**config.mk**
```make
export PLATFORM = sky130hd
export DESIGN_NAME = nbit_spi_rx_buffer
export DESIGN_NICKNAME = d
export VERILOG_FILES = /design/src/rtl/spi_pkg.sv /design/src/rtl/nbit_spi_rx_shifter.sv /design/src/rtl/nbit_spi_rx_buffer.sv
export SDC_FILE = /design/constraint.sdc
export NUM_CORES = 1
export LEC_CHECK = 0
export ABC_AREA = 1
export CORE_ASPECT_RATIO = 1.25
export CORE_MARGIN = 5
export CORE_UTILIZATION = 47
export DETAILED_ROUTE_END_ITERATION = 12
export PLACE_DENSITY = 0.8
export SLEW_MARGIN = 15
export SYNTH_ARGS = -nofsm -noshare
export SYNTH_HDL_FRONTEND = slang
export SYNTH_SLANG_ARGS = --single-unit
export TNS_END_PERCENT = 50
```
**constraint.sdc**
```tcl
create_clock -name i_SCK -period 1.92 [get_ports i_SCK]
set_input_delay 0.576 -clock i_SCK [delete_from_list [all_inputs] [get_ports i_SCK]]
set_output_delay 0.576 -clock i_SCK [all_outputs]
set_load 0.05 [all_outputs]
```
**src/rtl/spi_pkg.sv**
```systemverilog
// Shared definitions for the SPI receive path: FSM states and counter widths.
package spi_pkg;

    localparam int unsigned SPI_WIDTH_DEFAULT = 8;
    localparam int unsigned SPI_CNT_W         = 5;

    typedef enum logic [1:0] {
        IDLE  = 2'd0,
        SHIFT = 2'd1,
        GAP   = 2'd2
    } spi_state_e;

endpackage

```
**src/rtl/nbit_spi_rx_shifter.sv**
```systemverilog
// Bit counter and MSB-first shift register; flags the cycle in which a byte's last bit arrives.
module nbit_spi_rx_shifter
    import spi_pkg::*;
#(
    parameter int unsigned WIDTH = SPI_WIDTH_DEFAULT
) (
    input  logic             i_SCK,
    input  logic             i_RST,
    input  logic             i_clear,
    input  logic             i_shift,
    input  logic             i_bit,
    output logic [WIDTH-1:0] o_byte,
    output logic             o_done,
    output logic             o_mid_byte
);

    localparam int unsigned BW = (WIDTH > 1) ? $clog2(WIDTH) : 1;

    logic [BW-1:0]    bit_cnt_q, bit_cnt_d, cnt_base;
    logic [WIDTH-2:0] sr_q, sr_d;

    // The completed byte is formed combinationally so the top can latch it on the last bit.
    always_comb begin
        cnt_base  = i_clear ? '0 : bit_cnt_q;
        bit_cnt_d = cnt_base;
        sr_d      = sr_q;
        o_done    = 1'b0;
        o_byte    = {sr_q, i_bit};
        if (i_shift) begin
            sr_d = o_byte[WIDTH-2:0];
            if (cnt_base == BW'(WIDTH - 1)) begin
                o_done    = 1'b1;
                bit_cnt_d = '0;
            end else begin
                bit_cnt_d = cnt_base + 1'b1;
            end
        end
    end

    assign o_mid_byte = (bit_cnt_q != '0);

    always_ff @(posedge i_SCK or negedge i_RST) begin
        if (!i_RST) begin
            bit_cnt_q <= '0;
            sr_q      <= '0;
        end else begin
            bit_cnt_q <= bit_cnt_d;
            sr_q      <= sr_d;
        end
    end

endmodule

```
**src/rtl/nbit_spi_rx_buffer.sv**
```systemverilog
// Multi-byte SPI receiver: frame FSM, packed frame buffer, per-byte D/C flags and status.
// Define SPI_RX_GAP_EN to let frames span CS-high gaps shorter than GAP_CYCLES.
module nbit_spi_rx_buffer
    import spi_pkg::*;
#(
    parameter int unsigned WIDTH      = SPI_WIDTH_DEFAULT,
    parameter int unsigned N          = 8,
    parameter int unsigned GAP_CYCLES = 4
) (
    input  logic                 i_SCK,
    input  logic                 i_RST,
    input  logic                 i_MOSI,
    input  logic                 i_CS,
    input  logic                 i_DC,
    output logic [WIDTH*N-1:0]   o_DATA,
    output logic [N-1:0]         o_DC,
    output logic [WIDTH-1:0]     o_BYTE,
    output logic                 o_BYTE_VALID,
    output logic [SPI_CNT_W-1:0] o_N_received,
    output logic                 o_FRAME_DONE,
    output logic                 o_FRAME_ERR,
    output logic                 o_OVERFLOW
);

    if (WIDTH < 2 || N < 1 || N > 31 || GAP_CYCLES < 1) begin : g_bad_param
        $error("nbit_spi_rx_buffer: unsupported parameter set");
    end

    spi_state_e           state_q, state_d;
    logic [SPI_CNT_W-1:0] n_q, n_d;
    logic [WIDTH*N-1:0]   data_q, data_d;
    logic [N-1:0]         dc_q, dc_d;
    logic [WIDTH-1:0]     byte_q, byte_d;
    logic                 byte_valid_q, byte_valid_d;
    logic                 frame_done_q, frame_done_d;
    logic                 frame_err_q, frame_err_d;
    logic                 overflow_q, overflow_d;

    logic             sh_clear, sh_shift, sh_done, sh_mid;
    logic [WIDTH-1:0] sh_byte;

`ifdef SPI_RX_GAP_EN
    localparam int unsigned GW = $clog2(GAP_CYCLES + 1);
    logic [GW-1:0] gap_cnt_q, gap_cnt_d;
`endif

    nbit_spi_rx_shifter #(
        .WIDTH (WIDTH)
    ) u_shifter (
        .i_SCK      (i_SCK),
        .i_RST      (i_RST),
        .i_clear    (sh_clear),
        .i_shift    (sh_shift),
        .i_bit      (i_MOSI),
        .o_byte     (sh_byte),
        .o_done     (sh_done),
        .o_mid_byte (sh_mid)
    );

    always_comb begin
        state_d      = state_q;
        n_d          = n_q;
        data_d       = data_q;
        dc_d         = dc_q;
        byte_d       = byte_q;
        byte_valid_d = 1'b0;
        frame_done_d = 1'b0;
        frame_err_d  = frame_err_q;
        overflow_d   = overflow_q;
        sh_clear     = 1'b0;
        sh_shift     = 1'b0;
`ifdef SPI_RX_GAP_EN
        gap_cnt_d    = gap_cnt_q;
`endif

        case (state_q)
            IDLE: begin
                if (!i_CS) begin
                    n_d         = '0;
                    data_d      = '0;
                    dc_d        = '0;
                    frame_err_d = 1'b0;
                    overflow_d  = 1'b0;
                    sh_clear    = 1'b1;
                    sh_shift    = 1'b1;
                    state_d     = SHIFT;
                end
            end
            SHIFT: begin
                if (!i_CS) begin
                    sh_shift = 1'b1;
                end else begin
                    if (sh_mid) begin
                        frame_err_d = 1'b1;
                        sh_clear    = 1'b1;
                    end
`ifdef SPI_RX_GAP_EN
                    if (GAP_CYCLES <= 1) begin
                        frame_done_d = (n_q != '0);
                        state_d      = IDLE;
                    end else begin
                        gap_cnt_d = GW'(1);
                        state_d   = GAP;
                    end
`else
                    frame_done_d = (n_q != '0);
                    state_d      = IDLE;
`endif
                end
            end
`ifdef SPI_RX_GAP_EN
            GAP: begin
                if (!i_CS) begin
                    sh_shift  = 1'b1;
                    gap_cnt_d = '0;
                    state_d   = SHIFT;
                end else if (gap_cnt_q == GW'(GAP_CYCLES - 1)) begin
                    frame_done_d = (n_q != '0);
                    state_d      = IDLE;
                end else begin
                    gap_cnt_d = gap_cnt_q + 1'b1;
                end
            end
`endif
            default: state_d = IDLE;
        endcase

        // Slot index uses n_d so a byte completing on the frame's first cycle lands in slot 0.
        if (sh_done) begin
            byte_d       = sh_byte;
            byte_valid_d = 1'b1;
            if (n_d < SPI_CNT_W'(N)) begin
                for (int unsigned i = 0; i < N; i++) begin
                    if (n_d == SPI_CNT_W'(i)) begin
                        data_d[WIDTH*(N-i)-1 -: WIDTH] = sh_byte;
                        dc_d[N-1-i]                    = i_DC;
                    end
                end
                n_d = n_d + 1'b1;
            end else begin
                overflow_d = 1'b1;
            end
        end
    end

    always_ff @(posedge i_SCK or negedge i_RST) begin
        if (!i_RST) begin
            state_q      <= IDLE;
            n_q          <= '0;
            data_q       <= '0;
            dc_q         <= '0;
            byte_q       <= '0;
            byte_valid_q <= 1'b0;
            frame_done_q <= 1'b0;
            frame_err_q  <= 1'b0;
            overflow_q   <= 1'b0;
`ifdef SPI_RX_GAP_EN
            gap_cnt_q    <= '0;
`endif
        end else begin
            state_q      <= state_d;
            n_q          <= n_d;
            data_q       <= data_d;
            dc_q         <= dc_d;
            byte_q       <= byte_d;
            byte_valid_q <= byte_valid_d;
            frame_done_q <= frame_done_d;
            frame_err_q  <= frame_err_d;
            overflow_q   <= overflow_d;
`ifdef SPI_RX_GAP_EN
            gap_cnt_q    <= gap_cnt_d;
`endif
        end
    end

    assign o_DATA       = data_q;
    assign o_DC         = dc_q;
    assign o_BYTE       = byte_q;
    assign o_BYTE_VALID = byte_valid_q;
    assign o_N_received = n_q;
    assign o_FRAME_DONE = frame_done_q;
    assign o_FRAME_ERR  = frame_err_q;
    assign o_OVERFLOW   = overflow_q;

endmodule
```
==> results of run 1 <==
==> cells in the final DEF (no fill, tap or decap), types with 2 or more instances in the layout <==
| cell type | n |
|---|---|
| nand2_1 | 175 |
| clkbuf_16 | 9 |
| o21ai_0 | 15 |
| nor2_2 | 5 |
| buf_12 | 9 |
| clkbuf_1 | 2 |
| nand2_4 | 9 |
| nor2_1 | 74 |
| inv_4 | 2 |
| nand3_1 | 68 |
| inv_2 | 8 |
| nor2_4 | 7 |
| clkdlybuf4s50_1 | 2 |
| buf_2 | 3 |
| nand4_1 | 2 |
| buf_6 | 7 |
| nor3_4 | 2 |
| clkbuf_8 | 2 |
| inv_1 | 81 |
| ha_4 | 2 |
| xor2_1 | 2 |
| nand3_2 | 5 |
| dfrtp_1 | 99 |
| nand2_8 | 4 |
| nand2_2 | 19 |
| clkinvlp_4 | 2 |
| buf_4 | 119 |
==> worst paths after layout <==
kind / end / slack (ns) / cells after the start
worst max-delay path: o_DATA[7]$_DFF_PN0_ / -0.02 / 13
worst min-delay path: o_BYTE[7]$_DFFE_PN0P_ / 0.1 / 1
worst max register to register: o_DATA[7]$_DFF_PN0_ / -0.02 / 13
worst min register to register: o_BYTE[0]$_DFFE_PN0P_ / 0.49 / 2
max in group asynchronous: state_q[0]$_DFFE_PN0P_ / 1.25 / 2
min in group i_SCK: o_BYTE[0]$_DFFE_PN0P_ / 0.49 / 2
==> flip-flops by register name, indices dropped and copies added (netlist names) <==
| register | cells |
|---|---|
| state_q | 1 |
| o_FRAME_ERR | 1 |
| o_DC | 8 |
| u_shifter.sr_q | 7 |
| o_N_received | 5 |
| o_DATA | 64 |
| o_BYTE | 8 |
| o_FRAME_DONE | 1 |
| o_OVERFLOW | 1 |
| o_BYTE_VALID | 1 |
| u_shifter.bit_cnt_q | 3 |
==> metrics by stage <==
step	instance area [sq um]	worst slack, ns
4_1_cts	6350	-0.0290
2_1_floorplan	4770	-0.0266
5_1_grt	6460	-0.158
6_report	6460	-0.0172
3_3_place_gp	5840	-0.696
3_5_place_dp	5840	-0.772
==> per-layer routing <==
layer	GRT usage (%)	vias up	routed length [um]
met1	27.5	2007	5250
met5	0	-	0
met4	10.2	0	311
met2	36.5	148	6440
met3	3.67	30	786
li1	-	2078	-
==> worst max-delay path: stages, from the launching register on <==
cell	delay [ns]
dfrtp_2	0.44
nand2_4	0.08
inv_2	0.04
nand2_2	0.07
nand2_4	0.08
nor2_4	0.12
ha_4	0.15
ha_4	0.15
nand2_8	0.07
nor3_4	0.25
buf_6	0.16
nand2_4	0.09
nand2_1	0.08
nand2_1	0.05
==> final cells by class <==
type                    count  area, sq um
clock buffers              13          260
repair buffers            141         1200
inverters                  91          347
multi-input cells         391         1940
well taps                 129          161
fillers                   819         3500
flip-flops and latches    100         2500
clock inverters             3         45.0
==> report_power, final <==
group | internal (uW) | switching [uW]
logic | 367 | 707
registers | 2220 | 159
clock network | 1080 | 771
total | 3670 | 1640
==> timing repair <==
item | 4_1_cts | 5_1_grt
gates cloned | 4 | 1
endpoints found under the setup margin | 85 | 74
pin swaps | 10 | 5
resized for setup | 34 | 22
setup buffers | 6 | 3
hold buffers | 0 | 0
==> logic make-up (layout without fill, tap and decap cells) <==
| logic type | Yosys count | in the layout | synth area share [%] |
|---|---|---|---|
| AND/OR/NAND/NOR | 369 | 370 | 33.4 |
| buffers and inverters | 124 | 248 | 10.8 |
| flip-flops | 100 | 100 | 53.0 |
| AO/OA/AOI/OAI | 16 | 16 | 1.70 |
| adder cells (fa/ha/maj) | 3 | 3 | 0.795 |
| XOR/XNOR | 2 | 2 | 0.371 |
==> impl_metrics.yaml, run 1 <==
power:
  power_leakage_uw: 0.00346
  power.total_uw: 5310
  pwr_density_cell_nw_per_um2: 822
  ir_worst_vdd_uv: 711
timing:
  setup-tns-final_ns: -0.150
  min_period_over_period_pct: 101
  hold_viol: 0
  rsz0062_at_grt: "true"
  timing.slew.headroom_pct: 59.3
  tightest_slew_ns: 0.610
  holdWs_ns: 0.0981
  setup_violations: 19
  period_needed_ns: 1.94
  fin_skew_ns: 0.00380
  fmax_mhz: 516
  fin_ws_ns: -0.0172
  slew_violations: 0
cells_and_area:
  syn_to_final_growth_pct: 36.7
  nNetsFinal: 742
  fin_cells: 868
  n_antenna_cell: 0
  layout-drive-gt1-share_pct: 29.4
  final_util_pct: 64.9
synthesis:
  synth_top_area_share_pct: 53.0
  async_flop_share_pct: 100
  synth_common_cells: "197 x nand2_1, 100 x dfrtp_1, 85 x inv_1"
  netlist_area_sq_um: 4720
  synth_cell_type_count: 20
  synth_area_leaders: "dfrtp_1 53%, nand2_1 16%, nand3_1 7.7%"
  yosys_warnings: 0
  synth_edf_count: 0
  synth.most_common_cell: "nand2_1"
  synth-seq-cells: 100
  yosysSeqAreaShare_pct: 53.0
  synth_fp_nets: 622
  yosysTopAreaCell: "dfrtp_1"
  synth_cells: 614
  postSynthAreaPerCell_sq_um: 7.69
  synth_top_flop_cell: "dfrtp_1"
clocking:
  cts-root-buf: "clkbuf_16"
  cts-buffers-inserted: 9
  path_clk_slew_ns: 0.07
  clockBufferDepth: 2
  cts_tree: "built"
  insertion_delay_ns: 0.35
  cts_max_level: 3
  clock_sinks: 100
grt:
  first_global_vias: 4297
  antenna_found_initial: 0
  grt_max_degree: 34
  grt.overflow.total: 0
  grtUsageTotal_pct: 21.8
  grt_pass1_wl_mm: 21.0
die:
  die_h_um: 122
  initial_core_util_pct: 47.5
  die_area_sq_um: 12200
  core_sq_um: 9950
  num_rows: 41
  die_w_um: 99.7
  io_pins: 94
drt:
  wl_per_cell_um: 14.7
  wirelength_mm: 12.8
  vias_per_cell: 4.91
  drtIter0Drc: 280
  ant_nets: 0
  vias: 4263
  remaining_drc_errors: 0
  dr.pass1.iters: 4
worst_setup_path:
  cp_data_required_time_ns: 2.16
  critPathLaunchType: "register"
  arrival_ns: 2.17
  setup.worst_path.end_class: "register"
  critPathMaxFanout: 11
  startpoint: "state_q[0]$_DFFE_PN0P_"
  r2r_start: "state_q[0]$_DFFE_PN0P_"
  crit_type: "reg -> reg"
status:
  outcome: "complete, but fails checks"
  violations: "setup timing"
placed_design:
  portBuffers: 93
  hpwl_mm: 8.44
  place.gp.congestion: 0.843
  dp.cells: 838
job:
  cap_viol_max_count: 0
worst_hold_path:
  hold_path_class: "in -> async"
Note: power is estimated with default switching activity, not from simulation.
==> run 2: changes to the inputs <==
--- a/config.mk
+++ b/config.mk
@@ -5,12 +5,11 @@
 export SDC_FILE = /design/constraint.sdc
 export NUM_CORES = 1
 export LEC_CHECK = 0
-export ABC_AREA = 1
 export CORE_ASPECT_RATIO = 1.25
 export CORE_MARGIN = 5
-export CORE_UTILIZATION = 47
+export CORE_UTILIZATION = 46
 export DETAILED_ROUTE_END_ITERATION = 12
-export PLACE_DENSITY = 0.8
+export PLACE_DENSITY = 0.79
 export SLEW_MARGIN = 15
 export SYNTH_ARGS = -nofsm -noshare
 export SYNTH_HDL_FRONTEND = slang
==> run 2 against run 1 <==
Effect of this change: the flow still finishes with violations (setup timing); via count fell by 18%; largest cell class unchanged; hold slack improved by 0.028 ns; clock power fell by 3%; fmax fell by 7.5%.
==> impl_metrics.yaml, run 2 <==
synthesis:
  synthSimpleGateAreaFrac_pct: 12.6
  synth_cell_type_count: 41
  yosysTopAreaCell: "dfrtp_1"
  synth_edf_count: 0
  synth_top_family_by_area: "multiplexers"
  synth-seq-cells: 100
  synthAdderAreaFrac_pct: 0.849
  synth-compound-area-share_pct: 10.3
  async_flop_share_pct: 100
  netlist_area_sq_um: 4420
  synth_fp_nets: 383
  synth_xor_area_share_pct: 0.595
  yosysSeqAreaShare_pct: 56.6
  synth.most_common_cell: "dfrtp_1"
  synth_top_area_share_pct: 56.6
  postSynthAreaPerCell_sq_um: 11.8
  synth_cells: 375
  synth_common_cells: "100 x dfrtp_1, 59 x nand2_1, 47 x mux2i_1"
  synth_top_flop_cell: "dfrtp_1"
  synth_area_leaders: "dfrtp_1 57%, mux2i_1 11%, nand2_1 5.0%"
  synth_mux_area_share_pct: 14.5
  yosys_warnings: 0
worst_setup_path:
  arrival_ns: 2.35
  crit_slowest_cell: "dfrtp_1"
  critPathMaxFanout: 5
  cp_num_buf_inv: 3
  crit_type: "reg -> reg"
  cp_cell_sequence: "xor2_2, and2_4, ha_4, ha_4, and3b_2, buf_12, buf_8, nand3_4, buf_12, mux2i_2"
  critPathLaunchType: "register"
  cp_data_required_time_ns: 2.17
  critPathTopFamily: "simple AND/OR/NAND/NOR gates"
  setup.worst_path.end_class: "register"
  r2r-end: "o_DATA[14]$_DFF_PN0_"
  r2r_setup_slack_ns: -0.17
  slowest_delay_ns: 0.41
  rr_worst_depth: 10
  r2r_start: "state_q[0]$_DFFE_PN0P_"
cells_and_area:
  multi_input_area_sq_um: 1890
  fin_area_sq_um: 6070
  nNetsFinal: 493
  syn_to_final_growth_pct: 37.5
  final_util_pct: 63.9
  layout-drive-gt1-share_pct: 38.0
  n_antenna_cell: 0
  num-fill-cells: 720
  final_cell_mix: "100 x buf_4, 100 x dfrtp_1, 59 x nand2_1"
  largest_reg_flops: 64
  regArea_sq_um: 2500
timing:
  period_needed_ns: 2.09
  rsz0062_at_grt: "true"
  timing.slew.headroom_pct: 49.3
  hold_viol: 0
  setup_violations: 63
  holdWs_ns: 0.126
  min_period_over_period_pct: 109
  slew_violations: 0
  fin_ws_ns: -0.175
  tightest_slew_ns: 0.757
  fin_skew_ns: 0.00477
  setup-tns-final_ns: -5.69
  fmax_mhz: 477
grt:
  first_global_vias: 3643
  antenna_found_initial: 0
  grtUsageTotal_pct: 20.6
  grt_max_degree: 46
  grt.overflow.total: 0
  grt_pass1_wl_mm: 19.2
die:
  core_sq_um: 9510
  num_rows: 40
  die_area_sq_um: 11700
  die_h_um: 120
  io_pins: 94
  initial_core_util_pct: 46.5
  die_w_um: 97.7
drt:
  drtIter0Drc: 174
  wl_per_cell_um: 19.4
  remaining_drc_errors: 0
  vias_per_cell: 5.67
  dr.pass1.iters: 4
  ant_nets: 0
  vias: 3485
  wirelength_mm: 11.9
clocking:
  clockBufferDepth: 2
  path_clk_slew_ns: 0.07
  cts-root-buf: "clkbuf_16"
  insertion_delay_ns: 0.34
  cts_tree: "built"
  cts-buffers-inserted: 9
  clock_sinks: 100
  cts_hold_buf: 0
  cts_max_level: 3
power:
  ir_worst_vdd_uv: 402
  power_leakage_uw: 0.00311
  pwr_density_cell_nw_per_um2: 804
  clkPwrFrac_pct: 36.7
  p_int_uw: 3490
  pwr-share-seq_pct: 47.6
  netSwitchingPower_uw: 1390
  p_sw_share_pct: 28.5
  comb_power_share_pct: 15.7
placed_design:
  dp_slack_ns: -0.881
  portBuffers: 93
  place.gp.congestion: 0.836
  hpwl_mm: 7.64
  post_dp_cell_area_sq_um: 5540
job:
  cap_viol_max_count: 0
status:
  violations: "setup timing"
  outcome: "complete, but fails checks"
worst_hold_path:
  hold_path_class: "in -> async"
[run 2: cell count changes after synthesis, moves of 17 or more]
cell     delta
nor2_1     -72
nand3_1    -62
inv_1      -72
nand4_1    +17
mux2i_1    +47
nand2_1   -138
[run 2: worst max-delay path by stage]
stage,end,startpoint,slack [ns],cells past startpoint
CTS,o_DATA[28]$_DFF_PN0_,state_q[0]$_DFFE_PN0P_,-0.18,9
global placement,o_DATA[58]$_DFF_PN0_,i_CS,-0.78,8
finish,o_DATA[14]$_DFF_PN0_,state_q[0]$_DFFE_PN0P_,-0.17,10
detailed placement,o_DC[4]$_DFF_PN0_,i_CS,-0.88,9
floorplan,o_DATA[56]$_DFF_PN0_,i_CS,-0.34,9
global route,o_DATA[14]$_DFF_PN0_,state_q[0]$_DFFE_PN0P_,-0.25,10
[run 2: layer usage]
metal  part of all wire (%)  track usage [%]  wire length (um)
met1                     41             25.7              4880
met2                     50             34.0              6010
met3                    5.6             5.58               670
met4                    2.9             8.14               346
met5                      0                0                 0
[run 2: kinds of logic after synthesis]
family / Yosys count
flops: 100
fa+ha+maj: 3
compound gates: 52
simple gates: 114
buf+inv: 41
xor+xnor: 3
mux: 62
[run 2: repair_timing]
| action | in CTS | in global routing |
|---|---|---|
| resized for setup | 19 | 19 |
| pin swaps | 13 | 10 |
| setup buffers | 3 | 0 |
| setup endpoints to repair | 86 | 83 |
| gates cloned | 3 | 1 |
[run 2: stage by stage]
step / std cells / total power (uW)
after floorplan: 375 / 2790
after detailed placement: 593 / 3050
after global placement: 593 / 3020
after global routing: 615 / 5070
final: 615 / 4880
after CTS: 614 / 4900
[run 2: area by class of cell]
cell class	count	share of cell area, %
sequential	100	41.2
clock inverter	4	0.803
inverter	13	0.803
timing repair buffer	125	19.6
multi-input combinational	236	31.0
clock buffer	11	4.00
tap	126	2.60
[run 2: power groups by stage]
stage | logic, uW | clock network, uW | registers [uW]
after floorplan | 417 | 0 | 2370
after global placement | 668 | 0 | 2350
after detailed placement | 695 | 0 | 2360
after CTS | 756 | 1820 | 2320
after global routing | 833 | 1900 | 2330
final | 765 | 1790 | 2330
==> run 3: changes to the inputs <==
--- a/config.mk
+++ b/config.mk
@@ -7,9 +7,9 @@
 export LEC_CHECK = 0
 export CORE_ASPECT_RATIO = 1.25
 export CORE_MARGIN = 5
-export CORE_UTILIZATION = 46
+export CORE_UTILIZATION = 40
 export DETAILED_ROUTE_END_ITERATION = 12
-export PLACE_DENSITY = 0.79
+export PLACE_DENSITY = 0.71
 export SLEW_MARGIN = 15
 export SYNTH_ARGS = -nofsm -noshare
 export SYNTH_HDL_FRONTEND = slang
==> run 3 against run 2 <==
Effect of this change: the flow still finishes with violations (setup timing); non-clock buffer count rose by 5; first-iteration DRC count is 68% higher; utilization shrank 6.3 points; power rose by 2.2%; fmax up 0.25%; combinational power rose by 2.6%; sequential share of layout area decreased by 1.6 points; critical path depth unchanged; critical path type unchanged.
==> impl_metrics.yaml, run 3 (same netlist as run 2, synthesis figures left out) <==
status:
  outcome: "complete, but fails checks"
  violations: "setup timing"
clocking:
  clock_sinks: 100
  cts-root-buf: "clkbuf_16"
  clockBufferDepth: 2
  path_clk_slew_ns: 0.07
  cts_max_level: 3
  insertion_delay_ns: 0.35
  cts-buffers-inserted: 9
  cts_hold_buf: 0
  cts_tree: "built"
worst_setup_path:
  critPathMaxFanout: 6
  cp_num_buf_inv: 3
  critPathLaunchType: "register"
  critPathTopFamily: "simple AND/OR/NAND/NOR gates"
  slowest_delay_ns: 0.41
  cp_data_required_time_ns: 2.17
  crit_slowest_cell: "dfrtp_1"
  cp_common_cell: "ha_4"
  cp_cell_sequence: "xor2_2, and2_4, ha_4, ha_4, buf_6, nor2b_4, buf_12, clkbuf_16, nand3_2, mux2i_1"
  crit_type: "reg -> reg"
  arrival_ns: 2.34
  setup.worst_path.end_class: "register"
grt:
  grt.overflow.total: 0
  grt_max_degree: 46
  grtUsageTotal_pct: 18.5
  grt_pass1_wl_mm: 19.5
  first_global_vias: 3721
  antenna_found_initial: 0
timing:
  setup-tns-final_ns: -4.71
  holdWs_ns: 0.169
  fmax_mhz: 479
  timing.slew.headroom_pct: 52.5
  setup_violations: 70
  tightest_slew_ns: 0.709
  rsz0062_at_grt: "true"
  fin_ws_ns: -0.169
  period_needed_ns: 2.09
  slew_violations: 0
  min_period_over_period_pct: 109
  hold_viol: 0
  fin_skew_ns: 0.0101
power:
  netSwitchingPower_uw: 1470
  comb_power_share_pct: 15.7
  clkPwrFrac_pct: 37.7
  p_sw_share_pct: 29.4
  p_int_uw: 3530
  pwr-share-seq_pct: 46.6
  pwr_density_cell_nw_per_um2: 791
  power_leakage_uw: 0.00317
  ir_worst_vdd_uv: 391
die:
  core_sq_um: 11000
  die_w_um: 104
  initial_core_util_pct: 40.3
  io_pins: 94
  num_rows: 43
  die_h_um: 128
  die_area_sq_um: 13300
cells_and_area:
  mostFrequentLayoutCell: "dfrtp_1"
  final_util_pct: 57.5
  layout-drive-gt1-share_pct: 40.7
  nNetsFinal: 499
  final_cell_mix: "100 x dfrtp_1, 95 x buf_4, 58 x nand2_1"
  syn_to_final_growth_pct: 42.9
  n_antenna_cell: 0
  largest_reg_flops: 64
placed_design:
  place.gp.congestion: 0.813
  dp_slack_ns: -0.859
  hpwl_mm: 8.05
  portBuffers: 93
drt:
  met2_length_mm: 6.46
  drtIter0Drc: 292
  topRoutingLayerUsed: "met4"
  vias: 3522
  wl_met1_mm: 5.20
  remaining_drc_errors: 0
  dr.pass1.iters: 4
  vias_per_cell: 5.58
  ant_nets: 0
  wl_per_cell_um: 20.3
  wirelength_mm: 12.8
  wl_met3_um: 738
worst_hold_path:
  hold_path_class: "in -> async"
job:
  cap_viol_max_count: 0
-- run 3: layout make-up --
| type | instances | area (sq um) |
|---|---|---|
| Clock inverter | 6 | 68.8 |
| Sequential cell | 100 | 2500 |
| Clock buffer | 10 | 239 |
| Timing Repair Buffer | 130 | 1310 |
| Tap cell | 135 | 169 |
| Fill cell | 873 | 4660 |
| Multi-Input combinational cell | 237 | 1980 |
| Inverter | 13 | 48.8 |
-- run 3: metal layers --
| metal | global-route usage [%] | vias to the layer above |
|---|---|---|
| met1 | 23.4 | 1768 |
| li1 | - | 1589 |
| met2 | 30.3 | 134 |
| met3 | 4.30 | 31 |
| met4 | 8.16 | 0 |
| met5 | 0 | - |
-- run 3: final timing paths --
check	start	end	slack, ns	depth (start not counted)
max in group asynchronous	i_RST	o_DATA[31]$_DFF_PN0_	1.20	2
worst min register to register	u_shifter.bit_cnt_q[0]$_DFF_PN0_	u_shifter.bit_cnt_q[0]$_DFF_PN0_	0.51	1
worst min-delay path	i_RST	o_DATA[17]$_DFF_PN0_	0.17	1
worst max-delay path	state_q[0]$_DFFE_PN0P_	o_N_received[1]$_DFF_PN0_	-0.17	10
worst max register to register	state_q[0]$_DFFE_PN0P_	o_N_received[1]$_DFF_PN0_	-0.17	10
min in group i_SCK	u_shifter.bit_cnt_q[0]$_DFF_PN0_	u_shifter.bit_cnt_q[0]$_DFF_PN0_	0.51	1
-- run 3: power groups by stage --
stage / registers [uW] / logic, uW / clock network, uW
floorplan: 2370 / 417 / 0
global placement: 2360 / 675 / 0
detailed placement: 2360 / 697 / 0
CTS: 2320 / 749 / 1900
global route: 2340 / 854 / 1990
finish: 2330 / 785 / 1880
-- run 3: through the flow --
stage          power, uW  area, sq um  instances
2_1_floorplan       2790         4480        375
3_3_place_gp        3030         5570        601
3_5_place_dp        3060         5570        601
4_1_cts             4970         6110        628
5_1_grt             5190         6320        631
6_report            4990         6320        631
-- run 3: worst register-to-register path, stage by stage, from the launching register on --
cell and delay, ns:
dfrtp_1 0.41, xor2_2 0.17, and2_4 0.18, ha_4 0.13, ha_4 0.13, buf_6 0.11
nor2b_4 0.27, buf_12 0.16, clkbuf_16 0.14, nand3_2 0.09, mux2i_1 0.21
-- run 3: timing repair --
| action | CTS | global route |
|---|---|---|
| gates cloned | 6 | 3 |
| pin swaps | 16 | 14 |
| gates resized for setup | 36 | 32 |
| setup endpoints to repair | 85 | 85 |
| setup buffers | 5 | 3 |
